==> src/rtl/sign_mag_serial_converter.sv <==
// Bit-serial converter between sign-magnitude and two's-complement.
// A single carry flop walks the invert-and-add-one across the magnitude bits,
// LSB first, one bit per cycle. The same recurrence serves both directions
// because the mapping is its own inverse. Only the unrepresentable code
// 100...0 differs, and it is resolved from the final carry.
module sign_mag_serial_converter #(
    parameter int WIDTH = 8
) (
    input  logic             clk,
    input  logic             reset,
    input  logic             in_valid,
    output logic             in_ready,
    input  logic [WIDTH-1:0] din,
    input  logic             mode,
    output logic             out_valid,
    input  logic             out_ready,
    output logic [WIDTH-1:0] dout,
    output logic             except,
    output logic             busy
);

    localparam int CW = $clog2(WIDTH);
    localparam logic [CW-1:0] LAST_BIT = CW'(WIDTH - 2);

    typedef enum logic [1:0] {
        IDLE  = 2'd0,
        SHIFT = 2'd1,
        DONE  = 2'd2
    } state_t;

    state_t           state_q;
    logic [WIDTH-2:0] mag_q;
    logic             sign_q;
    logic             mode_q;
    logic             carry_q;
    logic [CW-1:0]    cnt_q;
    logic [WIDTH-1:0] dout_q;
    logic             except_q;
    logic             in_ready_q;
    logic             out_valid_q;
    logic             busy_q;

    // One serial step: conditional invert, add the carry, and shift the result in at the top
    logic             flip_bit;
    logic             res_bit;
    logic             carry_d;
    logic [WIDTH-2:0] mag_d;

    // Process mag_q[0] this cycle. The result enters at the MSB end, so after
    // WIDTH-1 steps every bit sits at its original position.
    always_comb begin
        flip_bit           = mag_q[0] ^ sign_q;
        res_bit            = flip_bit ^ carry_q;
        carry_d            = flip_bit & carry_q;
        mag_d              = mag_q >> 1;
        mag_d[WIDTH-2]     = res_bit;
    end

    // Control FSM with registered handshake outputs and registered result
    always_ff @(posedge clk) begin
        if (reset) begin
            state_q     <= IDLE;
            mag_q       <= '0;
            sign_q      <= 1'b0;
            mode_q      <= 1'b0;
            carry_q     <= 1'b0;
            cnt_q       <= '0;
            dout_q      <= '0;
            except_q    <= 1'b0;
            in_ready_q  <= 1'b1;
            out_valid_q <= 1'b0;
            busy_q      <= 1'b0;
        end else begin
            case (state_q)
                IDLE: begin
                    if (in_valid) begin
                        mag_q      <= din[WIDTH-2:0];
                        sign_q     <= din[WIDTH-1];
                        mode_q     <= mode;
                        // A negative operand is inverted and then incremented. Seeding the carry with the sign bit supplies the +1.
                        carry_q    <= din[WIDTH-1];
                        cnt_q      <= '0;
                        state_q    <= SHIFT;
                        in_ready_q <= 1'b0;
                        busy_q     <= 1'b1;
                    end
                end
                SHIFT: begin
                    mag_q   <= mag_d;
                    carry_q <= carry_d;
                    cnt_q   <= cnt_q + CW'(1);
                    if (cnt_q == LAST_BIT) begin
                        state_q     <= DONE;
                        out_valid_q <= 1'b1;
                        if (carry_d) begin
                            // A carry that survives every bit means the input was 100...0.
                            // In mode 0 this is "-0" and maps to zero. In mode 1 it is the
                            // most-negative value, which saturates.
                            except_q <= 1'b1;
                            dout_q   <= mode_q ? {1'b1, {(WIDTH-1){1'b0}}} : '0;
                        end else begin
                            except_q <= 1'b0;
                            dout_q   <= {sign_q, mag_d};
                        end
                    end
                end
                DONE: begin
                    if (out_ready) begin
                        state_q     <= IDLE;
                        out_valid_q <= 1'b0;
                        busy_q      <= 1'b0;
                        in_ready_q  <= 1'b1;
                    end
                end
                default: begin
                    state_q     <= IDLE;
                    out_valid_q <= 1'b0;
                    busy_q      <= 1'b0;
                    in_ready_q  <= 1'b1;
                end
            endcase
        end
    end

    assign in_ready  = in_ready_q;
    assign out_valid = out_valid_q;
    assign busy      = busy_q;
    assign dout      = dout_q;
    assign except    = except_q;

endmodule

==> config.mk <==
export PLATFORM = sky130hd
export DESIGN_NAME = sign_mag_serial_converter
export DESIGN_NICKNAME = d
export VERILOG_FILES = /design/src/rtl/sign_mag_serial_converter.sv
export SDC_FILE = /design/constraint.sdc
export NUM_CORES = 1
export LEC_CHECK = 0
export CAP_MARGIN = 5
export CELL_PAD_IN_SITES_DETAIL_PLACEMENT = 0
export CELL_PAD_IN_SITES_GLOBAL_PLACEMENT = 1
export CORE_MARGIN = 8
export CORE_UTILIZATION = 49
export CTS_CLUSTER_DIAMETER = 50
export DETAILED_ROUTE_END_ITERATION = 16
export DONT_BUFFER_PORTS = 1
export PLACE_DENSITY_LB_ADDON = 0.1
export SLEW_MARGIN = 25
export SYNTH_ARGS = -nofsm -noshare
export SYNTH_HDL_FRONTEND = slang
export SYNTH_SLANG_ARGS = --single-unit
==> constraint.sdc <==
create_clock -name clk -period 3.49 [get_ports clk]
set_input_delay 0.5235 -clock clk [delete_from_list [all_inputs] [get_ports clk]]
set_output_delay 0.5235 -clock clk [all_outputs]
set_load 0.01 [all_outputs]
==> metrics.md <==
| Metric | Value |
|---|---|
| Outcome | completed |
| Placed Cells | 149 |
| Routed wire length | 2340 um |
| Hold Path Class | in -> reg |
| Worst EP required | 3.74 ns |
| Layout Cells excl Fill | 153 |
| Yosys warns | 0 |
| Critical path endpoint category | flop |
| H-tree levels | 1 |
| Ports | 25 |
| Hold_buf cts | 0 |
| Ant. Diodes | 0 |
| Hold_ws | 0.246 ns |
| Final Hold Fails | 0 |
| Max cap viols | 0 |
| RSZ-0062 raised after global routing | no |
| Gr ovfl total | 0 |
| Post-Syn Nets | 143 |
| Setup violations, final | 0 |
| EDFF count, synth | 0 |
| Synth Instances | 127 |
| First-pass GRT wire length | 3840 um |
| Layout cells sized above 1 | 7.32% |
| Initial antenna violation count | 0 |
| 1st-pass router iterations | 4 |
| Final instance area | 0.00120 mm^2 |
| Final min period | 1.72 ns |
| RR Startpoint | state_q[0]$_SDFFE_PP0P_ |
| Worst slew pin tran | 0.857 ns |
| Clock Tree Buf Depth | 2 |
| Drt wl/cell | 15.3 um |
| P_leak | 0.446 nW |
| Post-synth top flop | dfxtp_1 |
| Core area | 0.00241 mm^2 |
| Area of the multi-input gates | 591 um^2 |
| Rows | 18 |
| Unique masters post-synth | 31 |
| Pre-CTS WS | 1.78 ns |
| # Post-CTS Setup Buffers | 0 |
| Die area | 0.00430 mm^2 |
| Crit Path Max Fanout | 22 |
| Vias in the first global route | 805 |
| TritonCTS buffer count | 3 |
| Post-Synthesis Mean Instance Area | 9.49 um^2 |
| Area delta synth->final | -0.208% |
| CTS tree | yes |
| Max-Slew Margin vs Limit | 42.8% |
| Sequential area share after synthesis | 44.9% |
| Clk sinks | 27 |
| Register area | 541 um^2 |
| Remaining DRCs | 0 |
| Iter 0 DRT Violations | 59 |
| Critical Path Start | state_q[0]$_SDFFE_PP0P_ |
| Pwr Density | 432 mW/mm^2 |
| Die Y | 65.6 um |
| Pin count of the biggest net entering global routing | 28 |
| Max Clock Freq | 583 MHz |
| Placed inst area | 0.00118 mm^2 |
| Clk_lat worst skew | 0.32 ns |
| Die width | 65.6 um |
| Synth async-reset ratio | 0% |
| Resized Gates After CTS | 0 |
| Final Skew | 0.00243 ns |
| Max IR drop VDD | 208 uV |
| Clock slew at reported path FFs | 0.14 ns |
| CTS Root Cell | clkbuf_4 |
| Critical Path AT | 1.97 ns |
| WS Path Type | reg -> reg |
| GRT Total Usage | 11.3% |
| Via count | 850 |
| Hold_sp | reset |
| Starting density of the core | 50.0% |
| Via density | 5.56 |
| Max-slew violations | 0 |
| Startpoint types | flop |
| Post-DP HPWL | 1640 um |
| Final Worst Setup Slack | 1.77 ns |
| Fillers | 225 |
| Synth Register Bits | 27 |
| IO buf count | 0 |
| Mapped Area | 0.00120 mm^2 |
| ANT nets after route | 0 |
| Gpl congestion | 0.693 |
| Final #Nets | 140 |
| Final Cycle Share | 49.2% |
| Setup tns final | 0 ns |
[path summary, 6_finish.rpt]
kind	end	depth (start not counted)	slack [ns]
setup / recovery	mag_q[0]$_SDFFE_PP0P_	3	1.77
hold / removal	mode_q$_SDFFE_PP0P_	1	0.25
setup reg to reg	mag_q[0]$_SDFFE_PP0P_	3	1.77
hold reg to reg	dout[4]$_SDFFE_PP0P_	2	0.50
[sequential cells by signal (all words and copies together) (netlist names)]
name,count
in_ready,1
sign_q,1
out_valid,1
except,1
state_q,2
dout,8
mode_q,1
mag_q,7
cnt_q,3
busy,1
carry_q,1
[metrics by stage]
stage,power (mW),util [%]
floorplan,0.390,-
global placement,0.390,48.8
detailed placement,0.391,48.8
CTS,0.526,49.9
global route,0.546,49.9
finish,0.519,49.9
[layout by cell type, fill, tap and decap left out]
cell / count
clkbuf_4: 3
or2_2: 1
nand3_1: 1
nor3b_1: 2
dfxtp_1: 27
nand3b_1: 7
ha_1: 3
nor3b_4: 1
a31oi_1: 1
nor2_1: 17
mux2i_1: 10
o21ba_2: 1
xor2_1: 1
or2b_1: 1
nand4b_2: 1
inv_1: 2
o21bai_1: 2
nand2_1: 12
nor3_1: 1
or3b_2: 1
a21oi_1: 15
clkbuf_1: 1
and4b_4: 1
a311oi_1: 1
a211oi_1: 8
and2b_1: 1
o21ai_0: 1
[cells by family (layout without fill, tap and decap cells)]
group / after synthesis / count (layout) / share of synthesized area [%]
buffers and inverters: 10 / 6 / 6.13
adder cells (fa/ha/maj): 3 / 3 / 3.12
multiplexers: 10 / 10 / 8.31
flip-flops: 27 / 27 / 44.9
AO/OA/AOI/OAI: 29 / 29 / 15.0
AND/OR/NAND/NOR: 47 / 47 / 21.9
XOR/XNOR: 1 / 1 / 0.727
[cell type report]
type	count	share of cell area, %
multi-input combinational	90	49.1
sequential	27	45.0
clock buffer	4	2.19
inverter	2	0.624
tap	30	3.12
[critical path, cell delays in order, from the launching register on]
cell and delay, ns:
dfxtp_1 0.91, o21ba_2 0.45, nor2_1 0.08, a211oi_1 0.20
[cell usage after synthesis (3+ instances only)]
master / count / area (um^2)
a211oi_1: 8 / 60.1
a21oi_1: 15 / 75.1
dfxtp_1: 27 / 541
ha_1: 3 / 37.5
mux2i_1: 10 / 100
nand2_1: 12 / 45.0
nand3b_1: 7 / 52.6
nor2_1: 17 / 63.8
[metal layers]
metal  track usage [%]  part of all wire [%]
met3              3.23                   6.9
met1              15.2                    48
met2              15.5                    43
met5                 0                     0
met4              6.54                   2.0
[power by group]
part / internal, mW / switching [mW]
Clock: 0.0448 / 0.0905
Combinational: 0.0246 / 0.0201
Sequential: 0.322 / 0.0170
(Power assumes the default switching activity.)
